$ cat config.mk
export PLATFORM = sky130hd
export DESIGN_NAME = fetch_stage
export DESIGN_NICKNAME = d
export VERILOG_FILES = /design/src/rtl/fetch_stage.sv
export SDC_FILE = /design/constraint.sdc
export NUM_CORES = 1
export LEC_CHECK = 0
export CELL_PAD_IN_SITES_DETAIL_PLACEMENT = 1
export CELL_PAD_IN_SITES_GLOBAL_PLACEMENT = 1
export CORE_MARGIN = 5
export CORE_UTILIZATION = 40
export DETAILED_ROUTE_END_ITERATION = 7
export GPL_TIMING_DRIVEN = 0
export MAX_ROUTING_LAYER = met4
export PLACE_DENSITY = 0.85
export RECOVER_POWER = 50
export SKIP_CTS_REPAIR_TIMING = 1
export SKIP_LAST_GASP = 1
export SYNTH_ARGS = -nofsm -noshare
export SYNTH_HDL_FRONTEND = slang
export SYNTH_SLANG_ARGS = --single-unit
export TNS_END_PERCENT = 20
$ cat constraint.sdc
create_clock -name CLK -period 12.9 [get_ports CLK]
set_input_delay 3.225 -clock CLK [delete_from_list [all_inputs] [get_ports CLK]]
set_output_delay 3.225 -clock CLK [all_outputs]
set_load 0.05 [all_outputs]
$ cat src/rtl/fetch_stage.sv
// Instruction fetch stage: drives the icache and fills the IF/ID register,
// with a one-entry skid buffer so the word arriving during a stall is not lost.
module fetch_stage #(
    parameter logic [31:0] NOP_WORD = 32'h0000_0000
) (
    input  logic        CLK,
    input  logic        RST,
    input  logic [31:0] iaddr,
    input  logic        ihit,
    input  logic [31:0] imemload,
    input  logic        halt,
    input  logic        flush,
    input  logic        stall,
    output logic        imemREN,
    output logic [31:0] imemaddr,
    output logic [31:0] ifid_instr,
    output logic [31:0] ifid_pc4,
    output logic        ifid_valid,
    output logic        halted
);

    typedef enum logic [1:0] {
        FETCH  = 2'd0,
        DRAIN  = 2'd1,
        HALTED = 2'd2
    } state_t;

    state_t      state_q, state_d;
    logic        bufFull_q, bufFull_d;
    logic [31:0] bufInstr_q, bufInstr_d;
    logic [31:0] bufPc4_q, bufPc4_d;
    logic [31:0] ifidInstr_q, ifidInstr_d;
    logic [31:0] ifidPc4_q, ifidPc4_d;
    logic        ifidValid_q, ifidValid_d;

    logic        fetchHit;
    logic [31:0] pc4;

    // A returned word only counts when the cache was actually being read.
    assign imemREN  = (state_q != HALTED) && !bufFull_q;
    assign fetchHit = ihit && imemREN;
    assign pc4      = iaddr + 32'd4;
    assign imemaddr = iaddr;

    assign ifid_instr = ifidInstr_q;
    assign ifid_pc4   = ifidPc4_q;
    assign ifid_valid = ifidValid_q;
    assign halted     = (state_q == HALTED);

    always_comb begin
        state_d     = state_q;
        bufFull_d   = bufFull_q;
        bufInstr_d  = bufInstr_q;
        bufPc4_d    = bufPc4_q;
        ifidInstr_d = ifidInstr_q;
        ifidPc4_d   = ifidPc4_q;
        ifidValid_d = ifidValid_q;

        if (halt) begin
            state_d     = HALTED;
            bufFull_d   = 1'b0;
            ifidInstr_d = NOP_WORD;
            ifidPc4_d   = 32'h0;
            ifidValid_d = 1'b0;
        end else if (state_q == HALTED) begin
            state_d = HALTED;
        end else if (flush) begin
            // An outstanding miss must be absorbed in DRAIN so its wrong-path word is dropped.
            state_d     = (imemREN && !ihit) ? DRAIN : FETCH;
            bufFull_d   = 1'b0;
            ifidInstr_d = NOP_WORD;
            ifidPc4_d   = 32'h0;
            ifidValid_d = 1'b0;
        end else if (state_q == DRAIN) begin
            ifidInstr_d = NOP_WORD;
            ifidPc4_d   = 32'h0;
            ifidValid_d = 1'b0;
            if (fetchHit) begin
                state_d = FETCH;
            end
        end else if (stall) begin
            if (!bufFull_q && fetchHit) begin
                bufFull_d  = 1'b1;
                bufInstr_d = imemload;
                bufPc4_d   = pc4;
            end
        end else if (bufFull_q) begin
            bufFull_d   = 1'b0;
            ifidInstr_d = bufInstr_q;
            ifidPc4_d   = bufPc4_q;
            ifidValid_d = 1'b1;
        end else if (fetchHit) begin
            ifidInstr_d = imemload;
            ifidPc4_d   = pc4;
            ifidValid_d = 1'b1;
        end else begin
            ifidInstr_d = NOP_WORD;
            ifidPc4_d   = 32'h0;
            ifidValid_d = 1'b0;
        end
    end

    always_ff @(posedge CLK or posedge RST) begin
        if (RST) begin
            state_q     <= FETCH;
            bufFull_q   <= 1'b0;
            bufInstr_q  <= 32'h0;
            bufPc4_q    <= 32'h0;
            ifidInstr_q <= NOP_WORD;
            ifidPc4_q   <= 32'h0;
            ifidValid_q <= 1'b0;
        end else begin
            state_q     <= state_d;
            bufFull_q   <= bufFull_d;
            bufInstr_q  <= bufInstr_d;
            bufPc4_q    <= bufPc4_d;
            ifidInstr_q <= ifidInstr_d;
            ifidPc4_q   <= ifidPc4_d;
            ifidValid_q <= ifidValid_d;
        end
    end

endmodule

[Word-level counts from Yosys, hierarchy flattened]
Index checks and enable logic that the tools add are counted.
Operators by class
  $add $sub $neg: 1
  multipliers: 0
  divide/modulo/power cells: 0
  order comparisons: 0
  eq/ne operators: 7
  shift operators: 0
  mux-type cells: 33
  bitwise operators: 4
  reduce and logical (&&, ||, !) cells: 12
Operators by type and width (count)
  32-bit 2-to-1 mux: 14
  32-bit by 3-bit adder with 32-bit output (second input constant): 1
  1-bit 2-to-1 mux: 14
  2-bit 2-to-1 mux: 5
  4-bit by 3-bit != test with 1-bit output (second input constant): 2
  4-bit nonzero test: 2
  6-bit AND reduction: 1
  1-bit logical AND: 4
  2-bit != test (second input constant): 2
  1-bit inverter: 4
  2-bit AND reduction: 2
  3-bit != test (second input constant): 1
  3-bit AND reduction: 1
  2-bit by 1-bit == test with 1-bit output (second input constant): 1
  2-bit == test (second input constant): 1
  1-bit zero test: 2
Storage, ports and cells
  flip-flop bits (word level): 132
  latch bits: 0
  memory bits (writable): 0
  ROM bits: 0
  word-level logic and storage cells: 64
  memories: 0

[Depth between registers and ports, before layout]
Gate-level depths: netlist of run 1.
  depth in word-level cells: 10
  depth in mapped cells: 9
  mapped depth without buffers: 7

[Worst setup path before layout of run 1]
Ideal clock, no wire load.
  path type: in2out
  start: input iaddr[0]
  end: output imemaddr[0]
  arrival time: 3.395 ns
  data required time: 9.675 ns
  slack: 6.280 ns
  stages on the path: 1
  buffers on the path: 1
  path through: buf_4
RTL lines
  start, declared: line 8  | input logic [31:0] iaddr,
  end, declared: line 15  | output logic [31:0] imemaddr,
No word-level cell between the ends.

==> results of run 1 <==
[final cells by class]
class                   instances  area, um^2  area share
inverters                       8        31.3     0.00366
multi-input cells             371        2350       0.275
flip-flops and latches        132        3300       0.387
clock buffers                  27         493      0.0577
well taps                     188         235      0.0275
repair buffers                168        1680       0.196
plain buffers                  69         424      0.0497
clock inverters                 5        25.0     0.00293
[placed cells by master, fill, tap and decap left out, types with 11 or more instances in the layout]
cell type,count
o21ai_1,11
mux2_2,31
nand2_1,79
dfrtp_1,132
nor2_1,13
clkbuf_16,17
o21ai_0,82
buf_4,33
clkbuf_1,36
clkdlybuf4s50_1,155
dlygate4sd3_1,12
nand4_1,17
a22oi_1,59
xor2_1,23
[logic make-up after synthesis]
kind of cell	Yosys count	share of synthesized area
AOI/OAI and AO/OA	165	0.164
xor gates and xnor gates	28	0.0400
adders and majority gates	3	0.00612
buffers and inverters	77	0.0748
DFF	132	0.538
muxes	37	0.0679
and+or+nand+nor	138	0.109
[stage by stage]
step | total power (W) | hold slack [ns] | setup WS (ns) | cells
after global placement | 0.000513 | 0.461 | 4.48 | 935
final | 0.000937 | 0.473 | 4.51 | 968
after CTS | 0.000944 | 0.485 | 4.87 | 968
after detailed placement | 0.000516 | 0.471 | 4.88 | 936
after global routing | 0.000969 | 0.502 | 3.34 | 968
after floorplan | 0.000468 | 0.450 | 6.15 | 580
[metal layers]
| metal | GRT usage | routed length (um) | vias to the layer above |
|---|---|---|---|
| met3 | 0.0683 | 1460 | 14 |
| met4 | 0.0634 | 172 | 0 |
| li1 | - | - | 2398 |
| met2 | 0.364 | 9420 | 182 |
| met5 | - | 0 | - |
| met1 | 0.283 | 8240 | 2657 |
[sequential cells by signal, indices dropped and copies added (netlist names)]
name	count
bufPc4_q	32
bufInstr_q	32
state_q	2
ifid_instr	32
bufFull_q	1
ifid_valid	1
ifid_pc4	32
[final timing paths]
check                                        startpoint                        end  slack (ns)
worst max-delay path                                RST  ifid_instr[7]$_DFFE_PP0P_        4.51
worst min-delay path            ifid_pc4[0]$_DFFE_PP0P_    ifid_pc4[0]$_DFFE_PP0P_        0.47
worst min register to register  ifid_pc4[0]$_DFFE_PP0P_    ifid_pc4[0]$_DFFE_PP0P_        0.47
worst max register to register   state_q[0]$_DFFE_PP0P_  bufInstr_q[6]$_DFFE_PP0P_       10.15
max in group CLK                              iaddr[11]               imemaddr[11]        4.86
min in group asynchronous                           RST   ifid_pc4[12]$_DFFE_PP0P_        4.11
[power breakdown]
group | switching [W] | internal (W)
registers | 0.000000316 | 0.000415
clock network | 0.000171 | 0.000259
logic | 0.0000534 | 0.0000382
[worst max-delay path: stages]
cell and delay [ns]:
dlygate4sd3_1 0.55, clkinvlp_2 1.67, clkbuf_1 2.58
==> run summary, run 1 <==
Outcome - finished, violations left
Failing checks - capacitance limit, slew limit
IO buf count - 167
Die area - 17900 um^2
Syn_area_per_cell - 10.6 um^2
Max_slew headroom - -1.36
Sequential element share of the synthesized area - 0.538
Tcrit/Tclk final - 0.650
Clock transition at path regs - 0.05 ns
DRT Pass-1 Iters - 4
GPL Wtd Cong - 0.846
Cell taking the most area after synthesis - dfrtp_1
Top-count cell post-synth - dfrtp_1
Syn Inst Count - 580
First-pass GRT wire length - 31.4 mm
Area grow syn2layout - 39.2%
Drt wl/cell - 19.9 um
Final ANT Viol Nets - 0
Antenna fix cells - 0
Unrepaired setup endpoints after global routing - no
Leak pwr - 3.68 nW
Rows - 45
Min Tclk post-route - 8.39 ns
Final setup viols - 0
Top cells by count, synth - dfrtp_1 (132), o21ai_0 (82), nand2_1 (79)
Crit end category - async pin
Clock sink count - 132
Final instance area - 8540 um^2
Ys flop type - dfrtp_1
Vias in the first global route - 5869
CP arrival - 8.11 ns
GR Overflow Total - 0
DR iter-0 viols - 235
Total track usage - 0.228
Final hold vios - 0
Mapped cell area - 6140 um^2
Vias - 5251
Maxcap violations - 2
H-Tree Depth - 4
Nets@finish - 840
CTS max path bufs - 2
Post-Syn Nets - 653
Yosys reg bits - 132
Synthesis Warnings - 0
Synth top area share - 0.538
Die height - 134 um
Fmax - 119 MHz
Root Buffer - clkbuf_16
IO Count - 169
Hold Path Depth - 2
Drt total wl - 19.3 mm
CTS tree - done
Final Util - 0.564
Total CTS buffers - 17
Largest net degree at the start of global routing - 68
Critical path class - in -> async
Fillers - 1639
DRC - 0
Measured slew at the worst slew-check pin - 3.54 ns
FFs w/ async S/R, synth - 1.00
Initial Utilization - 0.405
Worst Reg-to-Reg Cells - 8
CP Launch Type - primary input
WP data required - 12.62 ns
Layout cells sized above 1 - 0.132
Pins Over Slew Limit - 135
VDD IR max - 0.0000948 V
Min-delay worst type - reg -> reg
Area of placed instances - 8080 um^2
Die X - 134 um
Power Density - 110 nW/um^2
Critical path fanouts, max - 67
Core ar. - 15100 um^2
Clock Latency Late Sink - 0.43 ns
Synth area leaders - dfrtp_1 (54%), a22oi_1 (7.2%), o21ai_0 (6.7%)
Worst clock skew - 0.00736 ns
Via-per-instance ratio - 5.42
EDFF count, synth - 0
Number of distinct library cells after synthesis - 40
Setup tns final - 0 ns
Post-DP HPWL - 14.1 mm
Initial antenna violation count - 0
No activity file was read; power rests on OpenSTA's default activity.
==> run 2: changes to the inputs <==
Settings changed: CORE_UTILIZATION 40 to 33, PLACE_DENSITY 0.85 to 0.75.
Clock period 12.9 ns to 7.3 ns, I/O delays scaled along.
==> run summary, run 2 (synthesis results as in run 1) <==
Outcome - finished, violations left
Failing checks - capacitance limit, slew limit
First-pass GRT wire length - 31.4 mm
Unrepaired setup endpoints after global routing - no
Fillers - 1966
CTS tree - done
Power Density - 211 nW/um^2
Comb power frac - 0.088
Largest net degree at the start of global routing - 68
Drt wl/cell - 19.4 um
Core ar. - 18100 um^2
VDD IR max - 0.000129 V
IO buf count - 167
Placed cells - 977
GPL Wtd Cong - 0.841
Setup tns final - 0 ns
CP most frequent cell - clkdlybuf4s50_1
Drt total wl - 19.6 mm
Max_slew headroom - -0.932
Antenna fix cells - 0
Area grow syn2layout - 42.4%
Critical-path cell list - clkdlybuf4s50_1, buf_4, clkdlybuf4s50_1
Leak pwr - 3.71 nW
WP data required - 5.48 ns
DR iter-0 viols - 239
CP arrival - 3.46 ns
Sw Ratio - 0.235
Int Pwr - 0.00141 W
Area of the multi-input gates - 2360 um^2
Hold path endpoint - ifid_instr[22]$_DFFE_PP0P_
Initial Utilization - 0.338
Total track usage - 0.190
DRC - 0
Min Tclk post-route - 5.29 ns
Vias - 5193
IO Count - 169
Initial antenna violation count - 0
DRT Pass-1 Iters - 4
CTS max path bufs - 2
Slowest cell on crit path - clkdlybuf4s50_1
Final hold vios - 0
Final ANT Viol Nets - 0
Via-per-instance ratio - 5.15
Worst clock skew - 0.00526 ns
Maxcap violations - 2
Flop-to-flop setup slack - 4.59 ns
Commonest non-fill, non-tap cell in the layout - clkdlybuf4s50_1
Vias in the first global route - 5855
Total CTS buffers - 17
Sequential power share - 0.398
Clock sink count - 132
Die X - 146 um
Reg area - 3300 um^2
Hold path start - ifid_instr[22]$_DFFE_PP0P_
Worst path max stage delay - 0.79 ns
Die height - 146 um
WP buf/inv - 3
Critical path class - in -> out
Die area - 21400 um^2
Nets@finish - 840
Fmax - 189 MHz
Post-DP HPWL - 14.7 mm
Clk network pwr share - 0.514
Root Buffer - clkbuf_16
Final setup viols - 0
Psw - 0.000433 W
H-Tree Depth - 4
Crit end category - output pin
Min-delay worst type - reg -> reg
Rows - 49
R2r endpoint - bufInstr_q[25]$_DFFE_PP0P_
Critical path's top delay family - buffers and inverters
Reg-to-Reg Start - state_q[0]$_DFFE_PP0P_
Commonest non-fill, non-tap cells in the layout - clkdlybuf4s50_1 (163), dfrtp_1 (132), o21ai_0 (82)
Layout cells sized above 1 - 0.144
Tcrit/Tclk final - 0.724
Pins Over Slew Limit - 135
CP Launch Type - primary input
Critical path fanouts, max - 5
Finished Layout Cells - 1009
Worst Reg-to-Reg Cells - 8
Measured slew at the worst slew-check pin - 2.88 ns
GR Overflow Total - 0
Clock Latency Late Sink - 0.42 ns
Hold Path Depth - 2
Clock transition at path regs - 0.06 ns
run 2: cell type report:
type                            instances  area share
Tap cell                              229      0.0328
Buffer                                 69      0.0487
Clock inverter                         15      0.0264
Timing Repair Buffer                  168       0.192
Multi-Input combinational cell        371       0.270
Clock buffer                           17      0.0487
Sequential cell                       132       0.378
Inverter                                8     0.00358
run 2: through the flow:
stage	util	power (W)	cell area, um^2	hold slack, ns	setup slack [ns]
global route	0.481	0.00190	8730	0.514	1.18
finish	0.481	0.00184	8730	0.481	2.01
detailed placement	0.448	0.000913	8130	0.471	2.03
CTS	0.484	0.00186	8780	0.487	2.02
global placement	0.446	0.000907	8090	0.461	0.229
floorplan	-	0.000827	6140	0.450	1.95
run 2: worst max path at each step:
stage | slack (ns) | cells past startpoint | endpoint | start
floorplan | 1.95 | 1 | bufFull_q$_DFFE_PP0P_ | RST
global placement | 0.23 | 2 | ifid_instr[4]$_DFFE_PP0P_ | RST
detailed placement | 2.03 | 3 | imemaddr[2] | iaddr[2]
CTS | 2.02 | 3 | imemaddr[2] | iaddr[2]
global route | 1.18 | 3 | bufPc4_q[31]$_DFFE_PP0P_ | RST
finish | 2.01 | 3 | imemaddr[2] | iaddr[2]
run 2: tightest hold or removal path: cells and delay by family, from the launching register on:
family	cells	cell delay, ns
flops	1	0.34
compound gates	1	0.06
simple gates	1	0.05
run 2: power groups by stage:
stage	Clock [W]	Combinational [W]	Sequential, W
after floorplan	0	0.0000809	0.000747
after global placement	0	0.000161	0.000747
after detailed placement	0	0.000166	0.000747
after CTS	0.000964	0.000167	0.000733
after global routing	0.000992	0.000174	0.000733
final	0.000946	0.000162	0.000734
run 2: per-layer routing:
| layer | part of all wire | GRT usage |
|---|---|---|
| met3 | 0.074 | 0.0660 |
| met2 | 0.48 | 0.312 |
| met1 | 0.43 | 0.223 |
| met5 | 0 | - |
| met4 | 0.010 | 0.0541 |
